<file path="src/rtl/pipeline_hazard_ctrl_pkg.sv">
// Shared Y86 definitions for the hazard/control unit: icodes, status codes,
// the RNONE register id and the controller state encoding.
package y86_pkg;

  localparam int I_HALT  = 'h0;
  localparam int I_NOP   = 'h1;
  localparam int I_RRMOV = 'h2;
  localparam int I_IRMOV = 'h3;
  localparam int I_RMMOV = 'h4;
  localparam int I_MRMOV = 'h5;
  localparam int I_OPQ   = 'h6;
  localparam int I_JXX   = 'h7;
  localparam int I_CALL  = 'h8;
  localparam int I_RET   = 'h9;
  localparam int I_PUSH  = 'hA;
  localparam int I_POP   = 'hB;

  localparam int S_AOK = 0;
  localparam int S_HLT = 1;
  localparam int S_ADR = 2;
  localparam int S_INS = 3;

  // "No register" is the all-ones id for whatever register width is in use.
  function automatic int rnone(input int reg_w);
    return (1 << reg_w) - 1;
  endfunction

  typedef enum logic {
    RUN  = 1'b0,
    HALT = 1'b1
  } hz_state_e;

endpackage

</file>
<file path="src/rtl/pipeline_hazard_ctrl_if.sv">
// Bundle of pipeline-side signals seen by the hazard/control unit.
// master = pipeline datapath, slave = hazard controller.
interface pipeline_hazard_ctrl_if #(
  parameter int ICODE_W = 4,
  parameter int REG_W   = 4,
  parameter int STAT_W  = 2,
  parameter int CNT_W   = 32
);
  logic [ICODE_W-1:0] D_icode;
  logic [REG_W-1:0]   d_srcA;
  logic [REG_W-1:0]   d_srcB;
  logic [ICODE_W-1:0] E_icode;
  logic [REG_W-1:0]   E_dstM;
  logic               e_cnd;
  logic [ICODE_W-1:0] M_icode;
  logic [STAT_W-1:0]  m_stat;
  logic [STAT_W-1:0]  W_stat;
  logic               dmem_ready;

  logic F_stall, D_stall, E_stall, M_stall, W_stall;
  logic D_bubble, E_bubble, M_bubble, W_bubble;
  logic set_cc;
  logic halted;
  logic mem_timeout;
  logic [CNT_W-1:0] stall_cnt;
  logic [CNT_W-1:0] bubble_cnt;

  modport master (
    output D_icode, d_srcA, d_srcB, E_icode, E_dstM, e_cnd,
           M_icode, m_stat, W_stat, dmem_ready,
    input  F_stall, D_stall, E_stall, M_stall, W_stall,
           D_bubble, E_bubble, M_bubble, W_bubble,
           set_cc, halted, mem_timeout, stall_cnt, bubble_cnt
  );

  modport slave (
    input  D_icode, d_srcA, d_srcB, E_icode, E_dstM, e_cnd,
           M_icode, m_stat, W_stat, dmem_ready,
    output F_stall, D_stall, E_stall, M_stall, W_stall,
           D_bubble, E_bubble, M_bubble, W_bubble,
           set_cc, halted, mem_timeout, stall_cnt, bubble_cnt
  );

endinterface

</file>
<file path="src/rtl/pipeline_hazard_ctrl_wait_timer.sv">
// Counts consecutive data-memory wait cycles; flags timeout on the
// WAIT_MAX-th consecutive wait cycle.
module hazard_wait_timer #(
  parameter int WAIT_MAX = 16
) (
  input  logic clk,
  input  logic rst_n,
  input  logic mem_wait,
  output logic timeout
);

  localparam int CW = (WAIT_MAX > 2) ? $clog2(WAIT_MAX) : 1;

  logic [CW-1:0] r_wait_cnt;

  assign timeout = mem_wait && (r_wait_cnt == CW'(WAIT_MAX - 1));

  // Holds at the terminal count; the controller halts on that edge anyway.
  always_ff @(posedge clk or negedge rst_n) begin
    if (!rst_n)
      r_wait_cnt <= '0;
    else if (!mem_wait)
      r_wait_cnt <= '0;
    else if (!timeout)
      r_wait_cnt <= r_wait_cnt + 1'b1;
  end

endmodule

</file>
<file path="src/rtl/pipeline_hazard_ctrl.sv">
// Y86 five-stage hazard/control unit: stall/bubble/set_cc generation, dmem
// wait timeout and sticky HALT. Perf counters enabled by PIPE_HAZ_PERF_CNT_EN.
module pipeline_hazard_ctrl
  import y86_pkg::*;
#(
  parameter int ICODE_W  = 4,
  parameter int REG_W    = 4,
  parameter int STAT_W   = 2,
  parameter int WAIT_MAX = 16,
  parameter int CNT_W    = 32
) (
  input logic                   clk,
  input logic                   rst_n,
  pipeline_hazard_ctrl_if.slave hz
);

  localparam logic [REG_W-1:0]  RNONE = REG_W'(rnone(REG_W));
  localparam logic [STAT_W-1:0] AOK   = STAT_W'(S_AOK);

  hz_state_e r_state, w_state_nxt;
  logic      r_mem_timeout;
  logic      w_timeout;

  logic w_load_use, w_mispred, w_ret_hz, w_mem_op, w_mem_wait;
  logic w_m_exc, w_w_exc;
  logic w_f_stall, w_d_stall, w_e_stall, w_m_stall, w_w_stall;
  logic w_d_bubble, w_e_bubble, w_m_bubble, w_w_bubble, w_set_cc;

  assign w_load_use = ((hz.E_icode == ICODE_W'(I_MRMOV)) || (hz.E_icode == ICODE_W'(I_POP)))
                   && (hz.E_dstM != RNONE)
                   && ((hz.E_dstM == hz.d_srcA) || (hz.E_dstM == hz.d_srcB));
  assign w_mispred  = (hz.E_icode == ICODE_W'(I_JXX)) && !hz.e_cnd;
  assign w_ret_hz   = (hz.D_icode == ICODE_W'(I_RET)) || (hz.E_icode == ICODE_W'(I_RET))
                   || (hz.M_icode == ICODE_W'(I_RET));
  assign w_mem_op   = (hz.M_icode == ICODE_W'(I_RMMOV)) || (hz.M_icode == ICODE_W'(I_MRMOV))
                   || (hz.M_icode == ICODE_W'(I_CALL))  || (hz.M_icode == ICODE_W'(I_RET))
                   || (hz.M_icode == ICODE_W'(I_PUSH))  || (hz.M_icode == ICODE_W'(I_POP));
  assign w_m_exc    = (hz.m_stat != AOK);
  assign w_w_exc    = (hz.W_stat != AOK);
  // Faulting memory ops never wait: the exception path takes over instead.
  assign w_mem_wait = w_mem_op && !hz.dmem_ready && !w_m_exc;

  // Timer only sees waits while running so it sits cleared in HALT.
  hazard_wait_timer #(.WAIT_MAX(WAIT_MAX)) u_wait_timer (
    .clk      (clk),
    .rst_n    (rst_n),
    .mem_wait (w_mem_wait && (r_state == RUN)),
    .timeout  (w_timeout)
  );

  always_ff @(posedge clk or negedge rst_n) begin
    if (!rst_n) begin
      r_state       <= RUN;
      r_mem_timeout <= 1'b0;
    end else begin
      r_state <= w_state_nxt;
      if (r_state == RUN && w_timeout)
        r_mem_timeout <= 1'b1;
    end
  end

  always_comb begin
    w_state_nxt = r_state;
    w_f_stall   = 1'b0;
    w_d_stall   = 1'b0;
    w_e_stall   = 1'b0;
    w_m_stall   = 1'b0;
    w_w_stall   = 1'b0;
    w_d_bubble  = 1'b0;
    w_e_bubble  = 1'b0;
    w_m_bubble  = 1'b0;
    w_w_bubble  = 1'b0;
    w_set_cc    = 1'b0;
    if (rst_n) begin
      case (r_state)
        RUN: begin
          w_f_stall  = w_load_use | w_ret_hz | w_mem_wait;
          w_d_stall  = w_load_use | w_mem_wait;
          w_e_stall  = w_mem_wait;
          w_m_stall  = w_mem_wait;
          w_w_stall  = w_w_exc;
          w_d_bubble = !w_mem_wait && (w_mispred | (w_ret_hz && !w_load_use));
          w_e_bubble = !w_mem_wait && (w_mispred | w_load_use);
          w_m_bubble = !w_mem_wait && (w_m_exc | w_w_exc);
          w_w_bubble = w_mem_wait && !w_w_exc;
          w_set_cc   = (hz.E_icode == ICODE_W'(I_OPQ)) && !w_m_exc && !w_w_exc && !w_mem_wait;
          if (w_w_exc || w_timeout)
            w_state_nxt = HALT;
        end
        HALT: begin
          w_f_stall = 1'b1;
          w_d_stall = 1'b1;
          w_e_stall = 1'b1;
          w_m_stall = 1'b1;
          w_w_stall = 1'b1;
        end
        default: w_state_nxt = RUN;
      endcase
    end
  end

  assign hz.F_stall     = w_f_stall;
  assign hz.D_stall     = w_d_stall;
  assign hz.E_stall     = w_e_stall;
  assign hz.M_stall     = w_m_stall;
  assign hz.W_stall     = w_w_stall;
  assign hz.D_bubble    = w_d_bubble;
  assign hz.E_bubble    = w_e_bubble;
  assign hz.M_bubble    = w_m_bubble;
  assign hz.W_bubble    = w_w_bubble;
  assign hz.set_cc      = w_set_cc;
  assign hz.halted      = (r_state == HALT);
  assign hz.mem_timeout = r_mem_timeout;

`ifdef PIPE_HAZ_PERF_CNT_EN
  logic [CNT_W-1:0] r_stall_cnt, r_bubble_cnt;
  logic             w_any_bubble;

  assign w_any_bubble = w_d_bubble | w_e_bubble | w_m_bubble | w_w_bubble;

  // Saturating, frozen while halted (stalls are forced high there).
  always_ff @(posedge clk or negedge rst_n) begin
    if (!rst_n) begin
      r_stall_cnt  <= '0;
      r_bubble_cnt <= '0;
    end else if (r_state == RUN) begin
      if (w_f_stall && (r_stall_cnt != '1))
        r_stall_cnt <= r_stall_cnt + 1'b1;
      if (w_any_bubble && (r_bubble_cnt != '1))
        r_bubble_cnt <= r_bubble_cnt + 1'b1;
    end
  end

  assign hz.stall_cnt  = r_stall_cnt;
  assign hz.bubble_cnt = r_bubble_cnt;
`else
  assign hz.stall_cnt  = '0;
  assign hz.bubble_cnt = '0;
`endif

endmodule

</file>
<file path="src/flat_wrapper.sv">
// flat-port wrapper written by rule: the top's interface ports become plain ports
module pipeline_hazard_ctrl_flat import y86_pkg::*;
#(
  parameter int ICODE_W  = 4,
  parameter int REG_W    = 4,
  parameter int STAT_W   = 2,
  parameter int WAIT_MAX = 16,
  parameter int CNT_W    = 32
)
  (clk, rst_n, hz_D_icode, hz_d_srcA, hz_d_srcB, hz_E_icode, hz_E_dstM, hz_e_cnd, hz_M_icode, hz_m_stat, hz_W_stat, hz_dmem_ready, hz_F_stall, hz_D_stall, hz_E_stall, hz_M_stall, hz_W_stall, hz_D_bubble, hz_E_bubble, hz_M_bubble, hz_W_bubble, hz_set_cc, hz_halted, hz_mem_timeout, hz_stall_cnt, hz_bubble_cnt);
  pipeline_hazard_ctrl_if #(.ICODE_W(ICODE_W), .REG_W(REG_W), .STAT_W(STAT_W), .CNT_W(CNT_W)) hz_i ();
  input logic clk;
  input logic rst_n;
  input wire logic [$bits(hz_i.D_icode)-1:0] hz_D_icode;
  input wire logic [$bits(hz_i.d_srcA)-1:0] hz_d_srcA;
  input wire logic [$bits(hz_i.d_srcB)-1:0] hz_d_srcB;
  input wire logic [$bits(hz_i.E_icode)-1:0] hz_E_icode;
  input wire logic [$bits(hz_i.E_dstM)-1:0] hz_E_dstM;
  input wire logic [$bits(hz_i.e_cnd)-1:0] hz_e_cnd;
  input wire logic [$bits(hz_i.M_icode)-1:0] hz_M_icode;
  input wire logic [$bits(hz_i.m_stat)-1:0] hz_m_stat;
  input wire logic [$bits(hz_i.W_stat)-1:0] hz_W_stat;
  input wire logic [$bits(hz_i.dmem_ready)-1:0] hz_dmem_ready;
  output wire logic [$bits(hz_i.F_stall)-1:0] hz_F_stall;
  output wire logic [$bits(hz_i.D_stall)-1:0] hz_D_stall;
  output wire logic [$bits(hz_i.E_stall)-1:0] hz_E_stall;
  output wire logic [$bits(hz_i.M_stall)-1:0] hz_M_stall;
  output wire logic [$bits(hz_i.W_stall)-1:0] hz_W_stall;
  output wire logic [$bits(hz_i.D_bubble)-1:0] hz_D_bubble;
  output wire logic [$bits(hz_i.E_bubble)-1:0] hz_E_bubble;
  output wire logic [$bits(hz_i.M_bubble)-1:0] hz_M_bubble;
  output wire logic [$bits(hz_i.W_bubble)-1:0] hz_W_bubble;
  output wire logic [$bits(hz_i.set_cc)-1:0] hz_set_cc;
  output wire logic [$bits(hz_i.halted)-1:0] hz_halted;
  output wire logic [$bits(hz_i.mem_timeout)-1:0] hz_mem_timeout;
  output wire logic [$bits(hz_i.stall_cnt)-1:0] hz_stall_cnt;
  output wire logic [$bits(hz_i.bubble_cnt)-1:0] hz_bubble_cnt;
  assign hz_i.D_icode = hz_D_icode;
  assign hz_i.d_srcA = hz_d_srcA;
  assign hz_i.d_srcB = hz_d_srcB;
  assign hz_i.E_icode = hz_E_icode;
  assign hz_i.E_dstM = hz_E_dstM;
  assign hz_i.e_cnd = hz_e_cnd;
  assign hz_i.M_icode = hz_M_icode;
  assign hz_i.m_stat = hz_m_stat;
  assign hz_i.W_stat = hz_W_stat;
  assign hz_i.dmem_ready = hz_dmem_ready;
  assign hz_F_stall = hz_i.F_stall;
  assign hz_D_stall = hz_i.D_stall;
  assign hz_E_stall = hz_i.E_stall;
  assign hz_M_stall = hz_i.M_stall;
  assign hz_W_stall = hz_i.W_stall;
  assign hz_D_bubble = hz_i.D_bubble;
  assign hz_E_bubble = hz_i.E_bubble;
  assign hz_M_bubble = hz_i.M_bubble;
  assign hz_W_bubble = hz_i.W_bubble;
  assign hz_set_cc = hz_i.set_cc;
  assign hz_halted = hz_i.halted;
  assign hz_mem_timeout = hz_i.mem_timeout;
  assign hz_stall_cnt = hz_i.stall_cnt;
  assign hz_bubble_cnt = hz_i.bubble_cnt;
  pipeline_hazard_ctrl #(.ICODE_W(ICODE_W), .REG_W(REG_W), .STAT_W(STAT_W), .WAIT_MAX(WAIT_MAX), .CNT_W(CNT_W)) u_core (.clk(clk), .rst_n(rst_n), .hz(hz_i));
endmodule
</file>
<file path="config.mk">
export PLATFORM = sky130hd
export DESIGN_NAME = pipeline_hazard_ctrl_flat
export DESIGN_NICKNAME = d
export VERILOG_FILES = /design/src/rtl/pipeline_hazard_ctrl_pkg.sv /design/src/rtl/pipeline_hazard_ctrl_if.sv /design/src/rtl/pipeline_hazard_ctrl_wait_timer.sv /design/src/rtl/pipeline_hazard_ctrl.sv /design/src/flat_wrapper.sv
export SDC_FILE = /design/constraint.sdc
export NUM_CORES = 1
export LEC_CHECK = 0
export BUFFER_PORTS_ARGS = -buffer_cell sky130_fd_sc_hd__buf_2
export CAP_MARGIN = 20
export CORE_UTILIZATION = 39
export DETAILED_ROUTE_END_ITERATION = 8
export GPL_ROUTABILITY_DRIVEN = 0
export PLACE_DENSITY = 0.91
export SLEW_MARGIN = 20
export SYNTH_ARGS = -nofsm -noshare
export SYNTH_HDL_FRONTEND = slang
export SYNTH_HIERARCHICAL = 1
export SYNTH_SLANG_ARGS = --single-unit
</file>
<file path="constraint.sdc">
create_clock -name clk -period 3.8 [get_ports clk]
set_clock_uncertainty 0.1 [all_clocks]
set_input_delay 0.76 -clock clk [delete_from_list [all_inputs] [get_ports clk]]
set_output_delay 0.76 -clock clk [all_outputs]
set_load 0.03 [all_outputs]
</file>
# Word-level counts from Yosys, hierarchy flattened
# Index checks and enable logic that the tools add are counted.
[totals]
register_bits = 6
input_bits = 32
elab_cells = 84
[op_classes]
add_sub_neg = 1
eq_ne = 17
n_mux = 22
bitwise_logic = 7
n_reduce_logical = 34
[op_table]
columns = ["op", "count"]
rows = [
  ["4-bit == test (second input constant)", 8],
  ["4-bit by 3-bit == test with 1-bit output (second input constant)", 5],
  ["1-bit logical AND", 16],
  ["1-bit two-way mux", 16],
  ["1-bit logical OR", 10],
  ["4-bit == test", 2],
  ["4-bit two-way mux", 2],
  ["1-bit one-hot mux with 2 select lines", 4],
  ["1-bit logical NOT", 6],
  ["1-bit bitwise OR", 6],
  ["4-bit by 1-bit adder with 4-bit output (second input constant)", 1],
  ["4-bit != test (second input constant)", 1],
  ["2-bit nonzero test", 2],
  ["2-bit != test (second input constant)", 1],
  ["1-bit inverter", 1],
]

# Depth between registers and ports, before layout
# Gate-level depths: netlist of run 1.
[logic_depth]
depth_word = 13
ltp_mapped = 6
mapped_depth_nobuf = 6

# By module
# Netlist of run 1, hierarchy kept.
[modules_own_cells]
columns = ["mod", "instances", "cells_per_inst", "area_per_inst_um2", "seq_area_each_um2"]
rows = [
  ["pipeline_hazard_ctrl", 1, 113, 857.1, 50.0],
  ["hazard_wait_timer", 1, 20, 212.7, 100.1],
]

# Worst setup path before layout of run 1
# No wires, ideal clock.
[synth_timing]
path_type = "input-to-output"
startpoint = "input port hz_M_icode[1]"
endpoint = "output port hz_W_bubble"
arrival_ps = 2103
required_ps = 2940
path_slack_ps = 837
path_stages = 3
cell_sequence = "nor3b_1 -> o21ai_1 -> nor4b_1"
[synth_between]
elab_chain_len = 11
[synth_rtl]
columns = ["item", "line_no", "text"]
rows = [
  ["start: declaration", "flat_wrapper.sv:20", "input wire logic [$bits(hz_i.M_icode)-1:0] hz_M_icode;"],
  ["4-bit by 3-bit == test with 1-bit output", "pipeline_hazard_ctrl.sv:35", "assign w_mem_op = (hz.M_icode == ICODE_W'(I_RMMOV)) || (hz.M_icode == ICODE_W'(I_MRMOV))"],
  ["1-bit logical OR", "pipeline_hazard_ctrl.sv:35", ""],
  ["1-bit logical OR (2 in series)", "pipeline_hazard_ctrl.sv:36", "|| (hz.M_icode == ICODE_W'(I_CALL)) || (hz.M_icode == ICODE_W'(I_RET))"],
  ["1-bit logical OR", "pipeline_hazard_ctrl.sv:37", "|| (hz.M_icode == ICODE_W'(I_PUSH)) || (hz.M_icode == ICODE_W'(I_POP));"],
  ["1-bit logical OR *", "pipeline_hazard_ctrl.sv:37", ""],
  ["1-bit logical AND * (2 in series)", "pipeline_hazard_ctrl.sv:41", "assign w_mem_wait = w_mem_op && !hz.dmem_ready && !w_m_exc;"],
  ["1-bit logical AND *", "pipeline_hazard_ctrl.sv:85", "w_w_bubble = w_mem_wait && !w_w_exc;"],
  ["1-bit two-way mux *", "pipeline_hazard_ctrl.sv:75", "case (r_state)"],
  ["1-bit two-way mux *", "pipeline_hazard_ctrl.sv:74", "if (rst_n) begin"],
  ["end: declaration", "flat_wrapper.sv:32", "output wire logic [$bits(hz_i.W_bubble)-1:0] hz_W_bubble;"],
]
# Every way passes the cells marked *; elsewhere a longest branch is shown, timed or not.

# Worst setup path after layout of run 1
[layout_timing]
startpoint = "input port hz_E_dstM[0]"
endpoint = "output port hz_F_stall"
[layout_between]
elab_chain_len = 7
[layout_rtl]
columns = ["item", "line_no", "text"]
rows = [
  ["start: declaration", "flat_wrapper.sv:18", "input wire logic [$bits(hz_i.E_dstM)-1:0] hz_E_dstM;"],
  ["4-bit != test or 4-bit == test (tied branches)", "pipeline_hazard_ctrl.sv:30, pipeline_hazard_ctrl.sv:31", ""],
  ["1-bit logical AND or 1-bit logical OR (tied branches)", "pipeline_hazard_ctrl.sv:30, pipeline_hazard_ctrl.sv:31", ""],
  ["1-bit logical AND *", "pipeline_hazard_ctrl.sv:31", "&& ((hz.E_dstM == hz.d_srcA) || (hz.E_dstM == hz.d_srcB));"],
  ["1-bit bitwise OR * (2 in series)", "pipeline_hazard_ctrl.sv:77", "w_f_stall = w_load_use | w_ret_hz | w_mem_wait;"],
  ["1-bit one-hot mux with 2 select lines *", "pipeline_hazard_ctrl.sv:75", ""],
  ["1-bit two-way mux *", "pipeline_hazard_ctrl.sv:74", ""],
  ["end: declaration", "flat_wrapper.sv:24", "output wire logic [$bits(hz_i.F_stall)-1:0] hz_F_stall;"],
]
# Marked as above.

==> flow_summary.yaml, run 1 <==
run_status:
  status: "completed"
timing:
  rsz0062_at_grt: "no"
  period_share: 0.7414
  period_minus_slack_ns: 2.817
  setup_viol: 0
  setup_tns_ns: 0
  fmaxAchievable_ghz: 0.3549
  hold_viol: 0
  slew_violations: 0
finish:
  diodes: 0
  mostFrequentLayoutCell: "conb_1"
  drive_above_1_share: 0.2938
  fin_area_sq_um: 1094
  layout.nets: 212
  mostFrequentLayoutCells: "conb_1 (64), buf_2 (43), xor2_1 (8)"
  area_delta_synth_final_pct: 2.222
  fin_cells: 207
die:
  initial_core_util: 0.4204
  rows: 18
  core_sq_um: 2545
  die-area_sq_um: 2957
  die_y_um: 54.38
  pin_count: 108
  chipWidth_um: 54.38
worst_setup_path:
  rrSetupSlack_ns: 2.28
  required_ns: 2.94
  end_kind: "output pin"
  worstPathArrival_ns: 1.96
  worst_setup_path_start_kind: "primary input"
  reg2reg_to: "u_core/hz.halted$_DFFE_PN0P_"
  worstPathMaxFanout: 4
  r2r_start: "u_core/u_wait_timer/r_wait_cnt[0]$_DFFE_PN0P_"
  path_class: "primary input to output pin"
  reg2reg_depth: 5
power_and_ir_drop:
  p_int_w: 0.0001226
  seq_power_share: 0.250
  switching_share: 0.5225
  vdd_drop_max_mv: 0.1266
  p_clk_frac: 0.234
  p_per_area_nw_per_um2: 234.7
  p_sw_w: 0.0001341
  p_leak_nw: 0.6428
  power_frac_comb: 0.516
synth:
  synthesis.area_sq_um: 1070
  synth_cells: 133
  yosysSeqAreaShare: 0.1404
  yosys_warnings: 6
  synth_enable_flop_cells: 0
  synth_area_leader_cell: "buf_4"
  synth.distinct_cells: 33
  synth.top_cell.area_share: 0.4561
  synthTopCellsByArea: "buf_4 (46%), dfrtp_1 (14%), xor2_1 (6.5%), nor4_2 (2.3%), mux2i_1 (1.9%)"
  async_flop_share: 1.000
  avgSynthCellArea_sq_um: 8.043
  synth_ff_type: "dfrtp_1"
  ys_ff_latch: 6
clock_tree:
  h-tree-depth: 1
  clk_latency_ns: 0.25
  clockBufferDepth: 2
  numCtsBuffers: 3
  post_cts_buffers: 0
  cts_hold_buffers: 0
  clk_pin_slew_worst_paths_ns: 0.05
  cts_tree: "built"
  cts_sinks: 6
  cts_resized: 0
  cts.root.buffer_cell: "clkbuf_4"
global_routing:
  grt-ovfl-total: 0
  grt_pass1_vias: 641
  grt_max_degree: 9
  grtUsageTotal: 0.1275
  antenna_found_initial: 0
  grt_first_pass_wirelength_mm: 2.594
routing:
  routedWlPerCell_um: 8.874
  drtAntennaViolNets: 0
  drtIter0Drc: 18
  firstDrtPassIters: 4
  drc: 0
  vias: 844
  wirelength_mm: 1.837
  vias_per_cell: 4.077
flow_run:
  cap_viol_max_count: 0
placed_design:
  placed_cells: 204
  io_buffers: 43
  postPlaceCellArea_sq_um: 1071
  dp_hpwl_mm: 1.650
hold_path:
  hold_class: "primary input to async pin"
through the flow:
stage	hold slack (ns)	util	power, W	setup slack (ns)
after floorplan	0.3644	-	0.0002217	0.8371
after global placement	0.3541	0.4208	0.0001955	0.9809
after detailed placement	0.3541	0.4208	0.0001969	0.9376
after CTS	0.2414	0.4297	0.0002585	0.9368
after global routing	0.2380	0.4297	0.0002740	0.8600
final	0.2392	0.4297	0.0002567	0.9826
area by class of cell:
cell class / instances / area (sq um)
clock buffer: 3 / 22.52
fill: 260 / 1451
inverter: 4 / 15.01
multi-input combinational: 121 / 653.1
sequential: 6 / 150.1
tap: 30 / 37.54
timing repair buffer: 43 / 215.2
synth_stat cells, types with 3 or more instances:
master	count
inv_1	4
nor2b_1	3
nor3_1	3
dfrtp_1	6
xor2_1	8
nor2_1	4
nand3_1	3
buf_4	65
a21oi_1	3
nand2_1	4
metal layers:
layer | global-route usage | wire length (um) | share of wire | vias up
li1 | - | - | - | 403
met1 | 0.1186 | 644 | 0.35 | 376
met2 | 0.2500 | 966 | 0.53 | 61
met3 | 0.01667 | 186 | 0.10 | 4
met4 | 0.08974 | 40 | 0.022 | 0
met5 | 0 | 0 | 0 | -
cell families after synthesis:
group,synth area share
buffers and inverters,0.4702
AO/OA/AOI/OAI,0.08654
flip-flops,0.1403
adder cells (fa/ha/maj),0.01169
XOR/XNOR,0.06550
multiplexers,0.02924
AND/OR/NAND/NOR,0.1930
other,0.003505
flip-flops by register name (all words and copies together), names as in the netlist:
signal,count
u_core/u_wait_timer/r_wait_cnt,4
u_core/hz.halted,1
u_core/hz.mem_timeout,1
worst max-delay path by stage:
stage             startpoint     endpoint  slack (ns)
5_1_grt         hz_E_dstM[1]   hz_F_stall        0.86
2_1_floorplan  hz_M_icode[1]  hz_W_bubble        0.84
3_5_place_dp    hz_E_dstM[0]   hz_F_stall        0.94
3_3_place_gp    hz_E_dstM[1]   hz_F_stall        0.98
6_report        hz_E_dstM[0]   hz_F_stall        0.98
4_1_cts         hz_E_dstM[0]   hz_F_stall        0.94
power groups by stage:
stage	clock [W]	sequential [W]	combinational [W]
floorplan	0	0.0000651	0.000157
global placement	0	0.0000651	0.000130
detailed placement	0	0.0000651	0.000132
CTS	0.0000624	0.0000641	0.000132
global route	0.0000667	0.0000640	0.000143
finish	0.0000601	0.0000641	0.000133
critical path: stages:
cell	delay (ns)
buf_2	0.13
xor2_1	0.18
nor4_2	0.28
o2111ai_2	0.20
a31oi_1	0.19
buf_2	0.22
No activity file was read; power rests on OpenSTA's default activity.
==> run 2, diff against run 1 <==
Settings changed: ABC_AREA from default to 1, CORE_UTILIZATION 39 to 38, PLACE_DENSITY 0.91 to 0.86.
Clock period 3.8 ns to 2.9 ns, I/O delays scaled along.
==> run 2 against run 1 <==
Net effect: the flow now finishes with violations (design-rule violations); setup slack worse by 0.36 ns; worst hold slack worse by 0.15 ns; routed wire length up 8.8%; die area up 14%; cell count up 28%; critical endpoint is now hz_set_cc.
==> flow_summary.yaml, run 2 <==
routing:
  routedWlPerCell_um: 7.568
  wirelength_mm: 1.998
  drc: 6
  vias: 1030
  vias_per_cell: 3.902
  firstDrtPassIters: 8
  drtAntennaViolNets: 0
  drtIter0Drc: 45
die:
  initial_core_util: 0.4167
  rows: 19
  core_sq_um: 2853
  die-area_sq_um: 3356
  chipWidth_um: 57.93
  die_y_um: 57.93
  pin_count: 108
finish:
  post-route-util: 0.4254
  area_delta_synth_final_pct: 2.105
  fin_area_sq_um: 1214
  mostFrequentLayoutCells: "conb_1 (64), buf_2 (43), nand2_1 (40)"
  diodes: 0
  regArea_sq_um: 150.1
  multiInputGateArea_sq_um: 693.2
  mostFrequentLayoutCell: "conb_1"
  largest_register_ffs: 4
  layout.nets: 268
  fillers: 324
  drive_above_1_share: 0.2747
  fin_cells: 264
  max_flop_register: "u_core/u_wait_timer/r_wait_cnt"
global_routing:
  grt-ovfl-total: 0
  antenna_found_initial: 0
  grt_first_pass_wirelength_mm: 3.160
  grtUsageTotal: 0.1210
  grt_pass1_vias: 821
  grt_max_degree: 12
hold_path:
  hold_class: "primary input to async pin"
clock_tree:
  clk_pin_slew_worst_paths_ns: 0.04
  cts_hold_buffers: 0
  clockBufferDepth: 2
  h-tree-depth: 1
  post_cts_buffers: 0
  cts_sinks: 6
  numCtsBuffers: 3
  clk_latency_ns: 0.24
  cts_resized: 0
  cts.root.buffer_cell: "clkbuf_4"
  cts_tree: "built"
timing:
  setup_tns_ns: 0
  slew_violations: 0
  period_share: 0.7855
  hold_viol: 0
  period_minus_slack_ns: 2.278
  setup_viol: 0
  fmaxAchievable_ghz: 0.4390
  rsz0062_at_grt: "no"
synth:
  synth_fa_ha_area_frac: 0.01053
  yosys-mux-area-fraction: 0
  synth_top_family_by_area: "buffers and inverters"
  synth.distinct_cells: 22
  synth.most_common_cell: "buf_4"
  synth_cells: 189
  yosysSeqAreaShare: 0.1263
  synth_area_leader_cell: "buf_4"
  synth_enable_flop_cells: 0
  synthesis.area_sq_um: 1189
  synthTopCellsByArea: "buf_4 (41%), dfrtp_1 (13%), nand2_1 (13%), inv_1 (6.3%), nor2_1 (6.0%)"
  yosys.area_share.simple: 0.3032
  async_flop_share: 1.000
  yosys.area_share.xor_xnor: 0
  synth_common_cells: "buf_4 (65), nand2_1 (40), inv_1 (20)"
  synth_compound_area_frac: 0.06737
  synth_ff_type: "dfrtp_1"
  avgSynthCellArea_sq_um: 6.289
  ys_ff_latch: 6
  synth.top_cell.area_share: 0.4105
  yosys_warnings: 6
worst_setup_path:
  worstPathMaxFanout: 3
  end_kind: "output pin"
  cp_slowest_cell: "nor3_1"
  worstPathArrival_ns: 1.60
  worst_setup_path_start_kind: "primary input"
  crit_chain: "buf_2 -> nor2_1 -> inv_2 -> nor3_1 -> nand3_1 -> nor2_1 -> buf_2"
  cp_slowest_stage_delay_ns: 0.25
  required_ns: 2.22
  path_class: "primary input to output pin"
placed_design:
  dp_hpwl_mm: 1.817
  postPlaceCellArea_sq_um: 1191
  io_buffers: 43
  placed_cells: 261
power_and_ir_drop:
  vdd_drop_max_mv: 0.2074
  p_per_area_nw_per_um2: 287.0
  p_leak_nw: 0.7751
  finalPower_w: 0.0003483
run_status:
  violations: "design-rule violations"
  status: "complete, but fails checks"
flow_run:
  cap_viol_max_count: 0
[run 2: worst paths after layout]
path                       slack, ns                               from  cells after the start                                             to
max                             0.62                       hz_W_stat[1]                      7                                      hz_set_cc
min                             0.09                              rst_n                      1  u_core/u_wait_timer/r_wait_cnt[0]$_DFFE_PN0P_
max reg2reg                     1.49       u_core/hz.halted$_DFFE_PN0P_                      7                   u_core/hz.halted$_DFFE_PN0P_
min reg2reg                     0.37  u_core/hz.mem_timeout$_DFFE_PN0P_                      1              u_core/hz.mem_timeout$_DFFE_PN0P_
max in group asynchronous       2.41                              rst_n                      1  u_core/u_wait_timer/r_wait_cnt[1]$_DFFE_PN0P_
min in group clk                0.37  u_core/hz.mem_timeout$_DFFE_PN0P_                      1              u_core/hz.mem_timeout$_DFFE_PN0P_
[run 2: where the power goes]
group	internal, W	total (W)	switching, W	leakage, nW
registers	0.0000840	0.0000840	0.00000000000116	0.0786
clock network	0.0000468	0.0000767	0.0000299	0.0138
logic	0.0000318	0.000188	0.000156	0.683
total	0.000163	0.000348	0.000186	0.775
[run 2: area by class of cell]
type,count,area share
Multi-Input combinational cell,156,0.5711
Timing Repair Buffer,43,0.1773
Sequential cell,6,0.1237
Inverter,25,0.07732
Tap cell,31,0.03196
Clock buffer,3,0.01856
[run 2: per-stage QoR]
stage,setup WS [ns],hold WS [ns]
finish,0.6220,0.09011
global route,0.4774,0.09534
CTS,0.6034,0.08911
detailed placement,0.6098,0.3533
global placement,0.5887,0.3512
floorplan,0.4870,0.1844
[run 2: cells by family after synthesis]
group	Yosys count
adder cells (fa/ha/maj)	1
AO/OA/AOI/OAI	10
other	1
buffers and inverters	90
AND/OR/NAND/NOR	81
flip-flops	6
[run 2: worst max-delay path, delay by kind of cell]
| kind | cells | cell delay [ns] |
|---|---|---|
| buffers and inverters | 3 | 0.36 |
| and+or+nand+nor | 4 | 0.65 |
[run 2: metal layers]
layer | share of wire | global-route usage | vias up
met1 | 0.41 | 0.1320 | 428
met5 | 0 | 0 | -
met3 | 0.075 | 0.01339 | 4
li1 | - | - | 536
met2 | 0.50 | 0.2282 | 62
met4 | 0.021 | 0.06122 | 0
